--- config.mk ---
export PLATFORM = sky130hd
export DESIGN_NAME = sort_sched
export DESIGN_NICKNAME = d
export VERILOG_FILES = /design/src/rtl/sort_sched.sv
export SDC_FILE = /design/constraint.sdc
export NUM_CORES = 1
export LEC_CHECK = 0
export CAP_MARGIN = 20
export CELL_PAD_IN_SITES_DETAIL_PLACEMENT = 1
export CELL_PAD_IN_SITES_GLOBAL_PLACEMENT = 1
export CORE_AREA = 5 5 519 521
export DETAILED_ROUTE_END_ITERATION = 6
export DIE_AREA = 0 0 524 526
export PLACE_DENSITY = 0.39
export SLEW_MARGIN = 20
export SYNTH_ARGS = -nofsm -noshare
export SYNTH_HDL_FRONTEND = slang
export SYNTH_SLANG_ARGS = --single-unit
--- constraint.sdc ---
create_clock -name clk -period 10.2 [get_ports clk]
set_input_delay 1.02 -clock clk [delete_from_list [all_inputs] [get_ports clk]]
set_output_delay 1.02 -clock clk [all_outputs]
set_load 0.05 [all_outputs]
--- src/rtl/sort_sched.sv ---
// sort_sched -- streaming K-nearest-neighbour controller around an external
// N-wide bitonic-style sorter.
//
// An N-slot buffer holds the best K entries seen so far (slots 0..K-1, the
// "carry") followed by up to N-K freshly accepted samples (slots K..N-1).
// When the new-sample region fills, or the query's last sample arrives, the
// whole buffer is launched into the sorter. The sorted result's first K slots
// become the new carry. After the final batch the carry is presented as the
// query result.
//
// Ports
//   clk, rst                 clock, synchronous active-high reset
//   s_valid/s_ready          sample handshake; s_dist, s_type, s_last payload
//   srt_in_valid             one-cycle sorter launch pulse
//   srt_ascending            tied to 1
//   srt_in, srt_in_type      buffer contents, slot i at [W*(i+1)-1:W*i]
//   srt_out, srt_out_type    sorted buffer from the sorter, slot 0 smallest
//   srt_out_valid            sorter result valid (only honoured while waiting)
//   res_valid/res_ready      result handshake
//   res_dist, res_type       K nearest entries, slot 0 nearest
//   res_count                samples accepted in this query (saturating)
//   err_timeout              sticky: sorter failed to answer within TIMEOUT
module sort_sched #(
  parameter int L       = 5,
  parameter int W       = 16,
  parameter int TYPE_W  = 3,
  parameter int K       = 4,
  parameter int TIMEOUT = 64
) (
  input  logic                     clk,
  input  logic                     rst,
  input  logic                     s_valid,
  output logic                     s_ready,
  input  logic [W-1:0]             s_dist,
  input  logic [TYPE_W-1:0]        s_type,
  input  logic                     s_last,
  output logic                     srt_in_valid,
  output logic                     srt_ascending,
  output logic [W*(2**L)-1:0]      srt_in,
  output logic [TYPE_W*(2**L)-1:0] srt_in_type,
  input  logic [W*(2**L)-1:0]      srt_out,
  input  logic [TYPE_W*(2**L)-1:0] srt_out_type,
  input  logic                     srt_out_valid,
  output logic                     res_valid,
  input  logic                     res_ready,
  output logic [W*K-1:0]           res_dist,
  output logic [TYPE_W*K-1:0]      res_type,
  output logic [15:0]              res_count,
  output logic                     err_timeout
);

  localparam int N   = 2**L;
  localparam int CW  = (L < 1) ? 1 : L;
  localparam int TCW = $clog2(TIMEOUT + 1);

  typedef enum logic [1:0] {S_FILL, S_WAIT, S_RESULT} state_t;

  state_t              r_state, w_next;
  logic [W-1:0]        r_dist [N];
  logic [TYPE_W-1:0]   r_type [N];
  logic [CW-1:0]       r_cnt;
  logic [TCW-1:0]      r_wcnt;
  logic [15:0]         r_res_count;
  logic                r_last;
  logic                r_err;

  logic w_s_hs, w_batch_end, w_tmo;

  assign w_s_hs      = s_valid && s_ready;
  // A batch closes when the new-sample region is full or the query ends.
  assign w_batch_end = (r_cnt == CW'(N-K-1)) || s_last;
  assign w_tmo       = (r_wcnt == TCW'(TIMEOUT-1));

  // State register
  always_ff @(posedge clk) begin
    if (rst) r_state <= S_FILL;
    else     r_state <= w_next;
  end

  // Next-state logic
  always_comb begin
    w_next = r_state;
    case (r_state)
      S_FILL:   if (w_s_hs && w_batch_end) w_next = S_WAIT;
      S_WAIT:   if (srt_out_valid)         w_next = r_last ? S_RESULT : S_FILL;
                else if (w_tmo)            w_next = S_FILL;
      S_RESULT: if (res_ready)             w_next = S_FILL;
      default:                             w_next = S_FILL;
    endcase
  end

  // Outputs. s_ready is gated by rst so it stays low through reset cycles.
  always_comb begin
    s_ready      = (r_state == S_FILL) && !rst;
    srt_in_valid = (r_state == S_WAIT) && (r_wcnt == '0);
    res_valid    = (r_state == S_RESULT);
  end

  // Buffer, counters and flags
  always_ff @(posedge clk) begin
    if (rst) begin
      for (int i = 0; i < N; i++) begin
        r_dist[i] <= '1;
        r_type[i] <= '0;
      end
      r_cnt       <= '0;
      r_wcnt      <= '0;
      r_res_count <= '0;
      r_last      <= 1'b0;
      r_err       <= 1'b0;
    end else begin
      case (r_state)
        S_FILL: begin
          r_wcnt <= '0;
          if (w_s_hs) begin
            for (int i = 0; i < N-K; i++) begin
              if (r_cnt == CW'(i)) begin
                r_dist[K+i] <= s_dist;
                r_type[K+i] <= s_type;
              end
            end
            r_cnt <= r_cnt + 1'b1;
            if (r_res_count != 16'hFFFF) r_res_count <= r_res_count + 16'd1;
            if (w_batch_end) r_last <= s_last;
          end
        end
        S_WAIT: begin
          if (srt_out_valid) begin
            // Keep the K best, reopen the new-sample region with pads.
            for (int i = 0; i < N; i++) begin
              if (i < K) begin
                r_dist[i] <= srt_out[W*i +: W];
                r_type[i] <= srt_out_type[TYPE_W*i +: TYPE_W];
              end else begin
                r_dist[i] <= '1;
                r_type[i] <= '0;
              end
            end
            r_cnt <= '0;
          end else if (w_tmo) begin
            // Sorter never answered: drop the query entirely.
            for (int i = 0; i < N; i++) begin
              r_dist[i] <= '1;
              r_type[i] <= '0;
            end
            r_cnt       <= '0;
            r_res_count <= '0;
            r_last      <= 1'b0;
            r_err       <= 1'b1;
          end else begin
            r_wcnt <= r_wcnt + 1'b1;
          end
        end
        S_RESULT: begin
          if (res_ready) begin
            for (int i = 0; i < K; i++) begin
              r_dist[i] <= '1;
              r_type[i] <= '0;
            end
            r_res_count <= '0;
            r_last      <= 1'b0;
          end
        end
        default: ;
      endcase
    end
  end

  // Pack buffer onto the flat sorter / result buses
  always_comb begin
    srt_in      = '0;
    srt_in_type = '0;
    res_dist    = '0;
    res_type    = '0;
    for (int i = 0; i < N; i++) begin
      srt_in[W*i +: W]                = r_dist[i];
      srt_in_type[TYPE_W*i +: TYPE_W] = r_type[i];
    end
    for (int i = 0; i < K; i++) begin
      res_dist[W*i +: W]           = r_dist[i];
      res_type[TYPE_W*i +: TYPE_W] = r_type[i];
    end
  end

  assign srt_ascending = 1'b1;
  assign res_count     = r_res_count;
  assign err_timeout   = r_err;

  // Sorted slots beyond the carry are discarded by design.
  logic w_unused;
  assign w_unused = ^{srt_out[W*N-1:W*K], srt_out_type[TYPE_W*N-1:TYPE_W*K]};

endmodule

# After elaboration in Yosys (flattened, before gate mapping)
# Memory sizes are Yosys's and may differ from the RTL's.
# Index checks and enable logic that the tools add are counted.
# word_totals
ff_bits	32
latch_bits	0
mem_bits_rw	608
romBits	0
in_bits	633
out_inout_bits	705
wordCells	633
memories	2
# memory_table
memory	depth	width	rd	rd_clocked_by_memory_dff	write_ports	line_no	rtl
r_dist	32	16	32	0	32	59	logic [W-1:0] r_dist [N];
r_type	32	3	32	0	32	60	logic [TYPE_W-1:0] r_type [N];
# op_classes
addsub	3
multipliers	0
div	0
n_lt_le_gt_ge	0
eq_ne	40
shift	0
n_mux	372
bitwise_logic	193
n_reduce_logical	17
# ops
op	count
$mux 16	101
$mux 3	96
$or 1x1->1	192
$mux 1	160
$eq 5x5->1 const B	12
$pmux 16 s3	1
$eq 5x4->1 const B	8
$eq 5x3->1 const B	4
$add 16x1->16 const B	1
$ne 16x16->1 const B	1
$mux 5	3
$mux 7	2
$pmux 7 s2	1
$ne 2x2->1 const B	6
$reduce_and 3->1	4
$reduce_and 6->1	2
$eq 5x2->1 const B	2
$mux 2	5
$pmux 5 s2	1
$add 7x1->7 const B	1
$eq 7x6->1 const B	1
$logic_not 7->1	1
$pmux 2 s3	1
$add 5x1->5 const B	1
14 further kinds	18

# Logic depth before layout (Yosys ltp)
# Gate-level depths: netlist of the first run.
# depth
word_depth	10
depth_mapped	10
ltp_nobuf	7

# Worst setup path before layout of the first run
# OpenSTA, ideal clock, no wires.
# synth_path
kind	input to register
startpoint	input rst
endpoint	memory r_dist[5][0], in the netlist r_dist[0][80] (enable)
setup_ps	421
t_arrival_ps	3322
required_ps	9779
slack_ps	6457
path_stages	6
path_buffers	3
cell_sequence	clkbuf_1 -> nor4bb_1 -> buf_2 -> nand2_1 -> clkbuf_1 -> o21ai_0
# synth_lines
element	line_no	rtl
start: declaration	31	input logic rst,
end: declaration	59	

# Worst setup path in the final report of the first run
# layout_path
startpoint	register r_state[1]
endpoint	output srt_in_valid
# layout_between
elab_chain_len	2
# layout_rtl
element	line_no	rtl
start: declaration	58	state_t r_state, w_next;
start signal: assignment	77	else r_state <= w_next;
$eq 2x1->1	95	srt_in_valid = (r_state == S_WAIT) && (r_wcnt == '0);
$logic_and 1x1->1	95	
end: declaration	37	output logic srt_in_valid,
# Every way passes these cells.

==> results of run 1 <==
[routing by layer]
metal | GRT usage, % | vias to the layer above | routed length (um)
met5 | 0 | - | 92
met1 | 14.5 | 9991 | 70200
met2 | 17.0 | 783 | 68700
met4 | 3.22 | 14 | 3950
met3 | 3.49 | 158 | 13600
li1 | - | 9290 | -
[cell type report]
type                            instances  area [um2]
Fill cell                           30536      226000
Sequential cell                       640       15700
Timing Repair Buffer                  847        8330
Multi-Input combinational cell       1421        7230
Tap cell                             3533        4420
Clock buffer                          121        2420
Clock inverter                         40         402
Inverter                               23        86.3
Antenna cell                           29        72.6
[layout by cell type (no fill, tap or decap), types with 5 or more instances in the layout]
cell             netlist  final
o22ai_1               22     22
nand3_1              238    238
o311ai_0               6      6
edfxtp_1             285    285
inv_1                 22     22
nand2b_1              51     50
or3_1                 99     98
clkinv_1               1      9
ha_1                  13     13
nor2b_1                9      9
or2_2                 98     98
dfxtp_1              355    355
a31oi_1                7      7
nor3_1                 6      6
and3_1                16     16
o21ai_0               16     12
diode_2                0     29
buf_4                 77     58
clkdlybuf4s50_1        0    787
nor2_1                69     68
a21oi_1               58     56
nand2_1              600    595
clkinv_2               0     13
clkbuf_16              0     89
bufinv_16              0      5
o31ai_1                5      5
o41ai_1                6      6
nand4_1                8      8
and2_1                17     14
o22a_1                32     32
clkinvlp_4             0      5
clkbuf_1             158     25
clkbuf_8               0      7
[final timing paths]
kind | to | slack, ns
max | srt_in_valid | 5.94
min | r_type[3][22] | 0.45
max reg2reg | r_dist[1][117] | 6.28
min reg2reg | r_type[3][22] | 0.45
[where the power goes]
| group | leakage, nW | switching (W) | total [W] | internal (W) |
|---|---|---|---|---|
| combinational | 6.47 | 0.000382 | 0.000499 | 0.000117 |
| clock | 1.37 | 0.00129 | 0.00308 | 0.00179 |
| sequential | 5.01 | 0.0000243 | 0.00273 | 0.00271 |
| total | 12.9 | 0.00170 | 0.00631 | 0.00462 |
[sequential cells by signal (all words and copies together) (netlist names)]
signal,cells
r_wcnt,7
r_last,1
r_state,2
res_count,16
r_dist,512
err_timeout,1
r_cnt,5
r_type,96
[Yosys cell counts, drive strengths merged, types with 2 or more instances]
cell type and number:
nand2 600, dfxtp 355, edfxtp 285, nand3 239, clkbuf 158, buf 109, or2 99, or3 99
nor2 69, a21oi 58, nand2b 51, o22a 32, inv 22, o22ai 22, o21ai 18, and2 17
and3 16, ha 13, o311ai 10, nor2b 9, nand4 8, a31oi 7, nor3 6, o41ai 6
nor4 5, o31ai 5, nand4b 4, xor2 4, o2111ai 3, or4 3, a21o 2, a32o 2
mux2i 2, nor3b 2
[cell families (layout without fill, tap and decap cells)]
family,after synthesis,count (layout),share of synthesized area (%)
AOI/OAI and AO/OA,171,171,4.70
xor gates and xnor gates,4,4,0.145
adders and majority gates,13,13,0.673
buffers and inverters,290,1031,5.73
DFF,640,640,64.8
muxes,2,2,0.0828
other,1,30,0.0155
and+or+nand+nor,1230,1230,23.8
[metrics by stage]
step                      hold WS [ns]  setup slack [ns]  power (W)
after floorplan                  0.450              6.46    0.00303
after detailed placement         0.448              5.24    0.00331
final                            0.453              5.94    0.00631
after global routing             0.477              5.51    0.00660
after CTS                        0.456              5.59    0.00650
after global placement           0.441              5.27    0.00331
[worst register-to-register path, stage by stage (launching register included)]
cell and delay (ns):
dfxtp_1 0.42, ha_1 0.25, nand3_2 0.15, o31ai_1 0.86
a21oi_4 0.22, buf_4 0.43, buf_4 0.47, nand2_1 0.74
==> run_results.csv, run 1 <==
group,metric,value,unit
grt,grt_antenna_before_repair,52,
final_layout,fin_nets,3666,
pwr,peakVddDrop,0.000126,V
sta,worst_pin_slew,1.09,ns
floorplanning,std_cell_rows,189,
synthesis,synth_nets,2997,
setup_path,cp-startpoint,"r_state[1]",
setup_path,start_kind,"flop",
synthesis,synth_ff_type,"dfxtp_1",
synthesis,ys_types,52,
clocking,htree_levels,3,
setup_path,crit_path_frequent_cell,"buf_4",
sta,hold_viol_final,0,
clocking,postCtsSetupBuffers,0,
final_layout,drive_gt1_share,9.99,%
floorplanning,pin_count,1338,
synthesis,synth_warnings,0,
clocking,numCtsBuffers,87,
sta,setup_viol,0,
placed_design,port_buffers,804,
detailed_routing,routed_wl,157000,um
synthesis,synth-async-reset-ratio,0,%
synthesis,syn_area_per_cell,10.3,um2
sta,tns,0,ns
setup_path,cp_slowest_stage_delay,0.80,ns
setup_path,r2r_cells,7,
placed_design,dp_cells,6463,
pwr,leakage,12.9,nW
placed_design,place_hpwl,111000,um
placed_design,place_congestion,0.716,
clocking,cts_root_buffer,"clkbuf_16",
setup_path,crit_required,9.18,ns
worst_hold_path,whs_path_depth,2,
synthesis,syn_area,24200,um2
clocking,cts_buffer_depth,3,
worst_hold_path,hp-class,"flop to flop",
floorplanning,die_x,524,um
detailed_routing,drt_pass1_iterations,5,
setup_path,critical_path_peak_fanout,17,
sta,finalCritPeriodShare,41.8,%
synthesis,yosysTopAreaCell,"edfxtp_1",
synthesis,synthCells,2351,
synthesis,synth_seq_area_share,64.8,%
floorplanning,dieArea,276000,um2
clocking,cts_resized,0,
final_layout,final_core_util,14.6,%
sta,slew_viol_final,0,
detailed_routing,via_per_inst,3.04,
detailed_routing,post-route-drc-count,0,
final_layout,finalNonFillerCells,6654,
pwr,powerDensity,163,nW/um2
sta,fmax,0.235,GHz
detailed_routing,drtAntennaViolNets,0,
clocking,cts.hold.buffers_added,0,
detailed_routing,vias,20236,
setup_path,cp.depth,7,
grt,grt.total_usage,10.9,%
placed_design,postPlaceCellArea,35700,um2
floorplanning,initial_utilization,9.15,%
setup_path,worst_setup_path_end_kind,"output port",
clocking,cts_tree,"yes",
grt,grt_max_degree,80,
grt,grt_first_pass_wirelength,204000,um
final_layout,fin_area,38600,um2
setup_path,worstSetupPathType,"flop to output port",
setup_path,cpLargestDelayFamily,"buffers and inverters",
synthesis,synth-seq-cells,640,
setup_path,arrival,3.24,ns
floorplanning,core,264000,um2
grt,gr-total-overflow,0,
clocking,cts_sinks,640,
synthesis,synth.top_cell.area_share,35.4,%
detailed_routing,avgRoutedWirePerCell,23.5,um
sta,post-route-min-period,4.26,ns
outcome,outcome,"finished, final reports clean",
setup_path,path_buf_inv,4,
floorplanning,die_height,526,um
setup_path,r2r_start,"r_wcnt[0]",
run,drv_cap,0,
grt,grt_pass1_vias,20694,
setup_path,cp_slowest_cell,"clkdlybuf4s50_1",
synthesis,ys_top_cells_by_area,"edfxtp_1, dfxtp_1, nand2_1",
detailed_routing,drt-initial-drc-count,1334,
setup_path,path_cells,"inv_1, ha_1, buf_4, nand3_1, nor4_1, buf_4, clkdlybuf4s50_1",
clocking,clk_latency,0.70,ns
synthesis,synth_edf_count,285,
final_layout,area_growth,59.8,%
sta,slew_headroom,27.5,%
sta,rsz0062_at_grt,"no",
clocking,clkTransAtPathRegs,0.06,ns
sta,clock_skew,0.0217,ns
worst_hold_path,hold_start,"r_type[3][22]",
Note: power is estimated with default switching activity, not from simulation.
==> inputs of run 2 (changes only) <==
--- a/config.mk
+++ b/config.mk
@@ -8,9 +8,9 @@
 export CAP_MARGIN = 20
 export CELL_PAD_IN_SITES_DETAIL_PLACEMENT = 1
 export CELL_PAD_IN_SITES_GLOBAL_PLACEMENT = 1
-export CORE_AREA = 5 5 519 521
+export CORE_AREA = 5 5 522 524
 export DETAILED_ROUTE_END_ITERATION = 6
-export DIE_AREA = 0 0 524 526
+export DIE_AREA = 0 0 527 529
 export PLACE_DENSITY = 0.39
 export SLEW_MARGIN = 20
 export SYNTH_ARGS = -nofsm -noshare
==> constraint.sdc (replaced) <==
create_clock -name clk -period 4.4 [get_ports clk]
set_input_delay 0.44 -clock clk [delete_from_list [all_inputs] [get_ports clk]]
set_output_delay 0.44 -clock clk [all_outputs]
set_load 0.05 [all_outputs]
==> run 2 against run 1 <==
  * Final cell count increased by 0.74%
  * Via count grew 0.40%
  * Largest power group unchanged
  * Non-clock buffer count rose by 29
  * Critical path depth is 2 lower
  * Sequential cell count unchanged
  * Sequential share of layout area fell by 0.43 points
  * Utilization about the same
==> run_results.csv, run 2 (synthesized netlist as in run 1, its figures left out) <==
group,metric,value,unit
outcome,outcome,"finished, final reports clean",
detailed_routing,post-route-drc-count,0,
setup_path,path_cells,"inv_1, ha_1, nand3_1, nor4_1, clkdlybuf4s50_1",
clocking,cts_tree,"yes",
sta,clock_skew,0.0297,ns
detailed_routing,via_per_inst,3.03,
detailed_routing,drtAntennaViolNets,0,
floorplanning,pin_count,1338,
final_layout,multi_input_area,7210,um2
setup_path,worstSetupPathType,"flop to output port",
placed_design,place_hpwl,112000,um
setup_path,critical_path_peak_fanout,9,
final_layout,area_growth,61.5,%
floorplanning,std_cell_rows,190,
setup_path,cp_slowest_stage_delay,1.01,ns
clocking,numCtsBuffers,89,
pwr,peakVddDrop,0.000275,V
floorplanning,core,267000,um2
detailed_routing,vias,20317,
setup_path,path_buf_inv,2,
final_layout,fin_nets,3697,
final_layout,largest-register,"r_dist",
sta,post-route-min-period,3.44,ns
pwr,powerDensity,384,nW/um2
detailed_routing,routed_wl,157000,um
clocking,cts_sinks,640,
final_layout,n_fill_cell,30797,
pwr,p_total,0.0150,W
sta,tns,0,ns
sta,rsz0062_at_grt,"no",
clocking,cts_buffer_depth,3,
pwr,power.switching,0.00402,W
placed_design,port_buffers,804,
floorplanning,initial_utilization,9.05,%
floorplanning,die_height,529,um
clocking,clk_latency,0.71,ns
final_layout,mostFrequentLayoutCell,"clkdlybuf4s50_1",
clocking,cts_root_buffer,"clkbuf_16",
sta,slew_headroom,23.3,%
placed_design,place_ws,0.782,ns
setup_path,cpLargestDelayFamily,"buffers and inverters",
grt,grt_antenna_before_repair,62,
setup_path,cp_slowest_cell,"clkdlybuf4s50_1",
clocking,htree_levels,3,
worst_hold_path,hp-class,"input port to flop",
setup_path,arrival,3.00,ns
detailed_routing,avgRoutedWirePerCell,23.4,um
clocking,cts_resized,0,
placed_design,place_congestion,0.709,
grt,grt_first_pass_wirelength,204000,um
detailed_routing,drt-initial-drc-count,1239,
pwr,p_seq_share,42.2,%
grt,gr-total-overflow,0,
final_layout,final_core_util,14.6,%
pwr,leakage,13.1,nW
grt,grt.total_usage,10.9,%
setup_path,start_kind,"flop",
pwr,internal_power,0.0110,W
detailed_routing,drt_pass1_iterations,5,
clocking,postCtsSetupBuffers,0,
final_layout,drive_gt1_share,11.0,%
setup_path,worst_setup_path_end_kind,"output port",
pwr,switching_share,26.8,%
clocking,clkTransAtPathRegs,0.05,ns
sta,setup_viol,0,
run,drv_cap,0,
sta,slew_viol_final,0,
sta,worst_pin_slew,1.15,ns
setup_path,crit_required,3.96,ns
final_layout,regArea,15700,um2
sta,finalCritPeriodShare,78.1,%
final_layout,mostFrequentLayoutCells,"clkdlybuf4s50_1, nand2_1, dfxtp_1",
grt,grt_max_degree,83,
floorplanning,die_x,527,um
sta,worst_slack,0.964,ns
grt,grt_pass1_vias,20873,
clocking,cts.hold.buffers_added,0,
sta,fmax,0.291,GHz
pwr,clkPwrFrac,49.8,%
final_layout,largest_reg_flops,512,
pwr,combinationalPowerShare,8.0,%
sta,hold_slack,0.134,ns
sta,hold_viol_final,0,
floorplanning,dieArea,279000,um2
==> run 2: routing by layer <==
| metal | part of all wire, % | global-route usage (%) | vias up |
|---|---|---|---|
| li1 | - | - | 9328 |
| met1 | 45 | 14.2 | 9947 |
| met2 | 44 | 16.8 | 841 |
| met3 | 8.6 | 3.77 | 187 |
| met4 | 2.9 | 3.22 | 14 |
| met5 | 0.050 | 0 | - |
==> run 2: worst register-to-register path: stages (launching register included) <==
cell	delay, ns
dfxtp_1	0.44
ha_1	0.24
nand3_2	0.14
o31ai_1	0.74
a21oi_4	0.39
nand2_4	0.55
buf_4	0.44
==> run 2: final cells by class <==
| class | count | area share, % |
|---|---|---|
| tap | 3552 | 11.4 |
| multi-input combinational | 1421 | 18.5 |
| clock buffer | 120 | 6.40 |
| antenna | 24 | 0.154 |
| sequential | 640 | 40.1 |
| clock inverter | 47 | 1.24 |
| inverter | 23 | 0.221 |
| timing repair buffer | 876 | 22.0 |
==> run 2: final timing paths <==
| kind | start | to | slack (ns) | cells after the start |
|---|---|---|---|---|
| worst max-delay path | r_state[1] | srt_in_valid | 0.96 | 5 |
| worst min-delay path | rst | r_last | 0.13 | 2 |
| worst max register to register | r_wcnt[0] | r_dist[0][35] | 1.14 | 6 |
| worst min register to register | err_timeout | err_timeout | 0.45 | 2 |
==> run 2: power by group through the flow <==
stage	Combinational [W]	Clock, W	Sequential (W)
5_1_grt	0.00128	0.00802	0.00633
3_3_place_gp	0.00126	0	0.00645
3_5_place_dp	0.00126	0	0.00645
6_report	0.00120	0.00747	0.00633
2_1_floorplan	0.000406	0	0.00661
4_1_cts	0.00126	0.00781	0.00633
==> run 2: metrics by stage <==
step                instance area [um2]  instances
floorplan                         24200       2351
global placement                  36000       6511
detailed placement                36000       6512
CTS                               39000       6679
global route                      39000       6686
finish                            39000       6703
==> inputs of run 3 (changes only) <==
==> constraint.sdc (replaced) <==
create_clock -name clk -period 3.6 [get_ports clk]
set_input_delay 0.36 -clock clk [delete_from_list [all_inputs] [get_ports clk]]
set_output_delay 0.36 -clock clk [all_outputs]
set_load 0.05 [all_outputs]
==> run 3 against run 2 <==
  * Total power increased by 20%
  * Count of clock-buffer cells in the layout increased by 7
  * Combinational power increased by 23%
  * Setup slack got worse by 0.49 ns
  * Register-to-register slack got worse by 0.51 ns
  * Largest power group unchanged
  * Via count increased by 0.80%
  * Critical path type unchanged
  * Sequential share of layout area decreased by 0.065 points
  * Worst hold slack improved by 0.061 ns
  * Clock power increased by 18%
  * Cell area increased by 0.16%
  * First-iteration DRC count decreased by 14%
  * Utilization about the same
==> run_results.csv, run 3 (synthesized netlist as in run 1, its figures left out) <==
group,metric,value,unit
setup_path,crit_required,3.24,ns
final_layout,drive_gt1_share,11.6,%
final_layout,regArea,15700,um2
worst_hold_path,whs_path_depth,3,
pwr,peakVddDrop,0.000323,V
sta,post-route-min-period,3.13,ns
final_layout,largest_reg_flops,512,
floorplanning,die_height,529,um
clocking,clk_latency,0.72,ns
detailed_routing,vias,20480,
detailed_routing,via_per_inst,3.05,
clocking,cts_buffer_depth,3,
sta,hold_viol_final,0,
sta,slew_headroom,34.1,%
sta,tns,0,ns
setup_path,worstSetupPathType,"flop to output port",
final_layout,n_fill_cell,30853,
setup_path,worst_setup_path_end_kind,"output port",
grt,grt_first_pass_wirelength,205000,um
setup_path,path_buf_inv,4,
final_layout,largest-register,"r_dist",
detailed_routing,drt_pass1_iterations,5,
setup_path,path_cells,"inv_1, ha_1, buf_4, nand3_1, nor4_2, buf_4, buf_4",
setup_path,arrival,2.77,ns
setup_path,start_kind,"flop",
setup_path,r2r_start,"r_wcnt[0]",
detailed_routing,drt-initial-drc-count,1065,
pwr,switching_share,27.4,%
sta,slew_viol_final,0,
clocking,htree_levels,3,
final_layout,mostFrequentLayoutCell,"clkdlybuf4s50_1",
setup_path,cp_slowest_cell,"ha_1",
detailed_routing,routed_wl,157000,um
sta,fmax,0.319,GHz
run,drv_cap,0,
pwr,powerDensity,460,nW/um2
setup_path,reg2reg_to,"r_dist[0][33]",
sta,finalCritPeriodShare,87.0,%
floorplanning,pin_count,1338,
grt,grt_antenna_before_repair,55,
setup_path,critical_path_peak_fanout,10,
sta,rsz0062_at_grt,"no",
grt,grt.total_usage,10.9,%
pwr,leakage,13.2,nW
outcome,outcome,"finished, final reports clean",
detailed_routing,avgRoutedWirePerCell,23.4,um
worst_hold_path,hp-class,"input port to flop",
final_layout,final_core_util,14.6,%
final_layout,multi_input_area,7210,um2
detailed_routing,post-route-drc-count,0,
clocking,cts_sinks,640,
sta,setup_viol,0,
worst_hold_path,hold_start,"s_dist[13]",
grt,grt_max_degree,103,
grt,grt_pass1_vias,20767,
placed_design,place_congestion,0.716,
final_layout,mostFrequentLayoutCells,"clkdlybuf4s50_1, nand2_1, dfxtp_1",
pwr,power.switching,0.00494,W
setup_path,r2r_cells,6,
clocking,postCtsSetupBuffers,0,
sta,worst_pin_slew,0.989,ns
setup_path,rrSetupSlack,0.63,ns
floorplanning,die_x,527,um
placed_design,place_hpwl,113000,um
pwr,internal_power,0.0131,W
sta,clock_skew,0.0331,ns
final_layout,fin_nets,3725,
floorplanning,initial_utilization,9.05,%
final_layout,area_growth,61.8,%
worst_hold_path,hold_end,"r_dist[3][29]",
clocking,cts_root_buffer,"clkbuf_16",
setup_path,crit_path_frequent_cell,"buf_4",
clocking,numCtsBuffers,90,
clocking,cts_tree,"yes",
clocking,clkTransAtPathRegs,0.06,ns
pwr,combinationalPowerShare,8.2,%
placed_design,port_buffers,804,
setup_path,cpLargestDelayFamily,"buffers and inverters",
grt,gr-total-overflow,0,
floorplanning,std_cell_rows,190,
setup_path,cp_slowest_stage_delay,0.44,ns
floorplanning,core,267000,um2
floorplanning,dieArea,279000,um2
pwr,p_seq_share,43.0,%
detailed_routing,drtAntennaViolNets,0,
pwr,clkPwrFrac,48.9,%
pwr,p_total,0.0180,W
==> run 3: repair_timing <==
action / in CTS / in global routing
setup endpoints to repair: 1 / 0
hold buffers: 1 / 0
endpoints found under the hold margin: 5 / 0
gates resized for setup: 1 / 0
==> run 3: metrics by stage <==
| stage | worst slack, ns | instance area (um2) | std cells | hold slack (ns) |
|---|---|---|---|---|
| 2_1_floorplan | 0.302 | 24200 | 2351 | 0.450 |
| 3_3_place_gp | 0.352 | 36200 | 6538 | 0.445 |
| 3_5_place_dp | 0.382 | 36200 | 6538 | 0.447 |
| 4_1_cts | 0.243 | 39000 | 6703 | 0.0655 |
| 5_1_grt | 0.126 | 39000 | 6704 | 0.130 |
| 6_report | 0.470 | 39100 | 6724 | 0.195 |
==> run 3: final cells by class <==
class                           count  share of cell area [%]
Clock buffer                      127                    6.40
Sequential cell                   640                    40.1
Tap cell                         3552                    11.4
Inverter                           23                   0.221
Multi-Input combinational cell   1421                    18.5
Timing Repair Buffer              903                    22.5
Antenna cell                       21                   0.134
Clock inverter                     37                   0.899
==> run 3: power by group through the flow <==
| stage | registers, W | logic (W) | clock network [W] |
|---|---|---|---|
| global route | 0.00774 | 0.00157 | 0.00950 |
| finish | 0.00773 | 0.00147 | 0.00879 |
| global placement | 0.00789 | 0.00154 | 0 |
| CTS | 0.00774 | 0.00155 | 0.00929 |
| floorplan | 0.00808 | 0.000496 | 0 |
| detailed placement | 0.00789 | 0.00154 | 0 |
==> run 3: layer usage <==
layer	vias to the layer above	part of all wire (%)	global-route usage, %
met5	-	0.051	0
met4	14	2.5	3.02
met3	166	7.6	3.43
met2	801	44	16.9
met1	10118	46	14.5
li1	9381	-	-
==> run 3: how the worst max path moves through the flow <==
stage,start,end,slack [ns],cells after the start
finish,r_state[1],srt_in_valid,0.47,7
detailed placement,rst,r_dist[0][68],0.38,7
global route,r_state[1],srt_in_valid,0.13,7
global placement,s_valid,r_dist[0][66],0.35,6
CTS,r_state[1],srt_in_valid,0.24,7
floorplan,r_state[0],r_dist[0][80],0.30,8
==> run 3: tightest hold or removal path: stages <==
cell	delay (ns)
buf_4	0.21
nand2_1	0.12
nand3_1	0.07
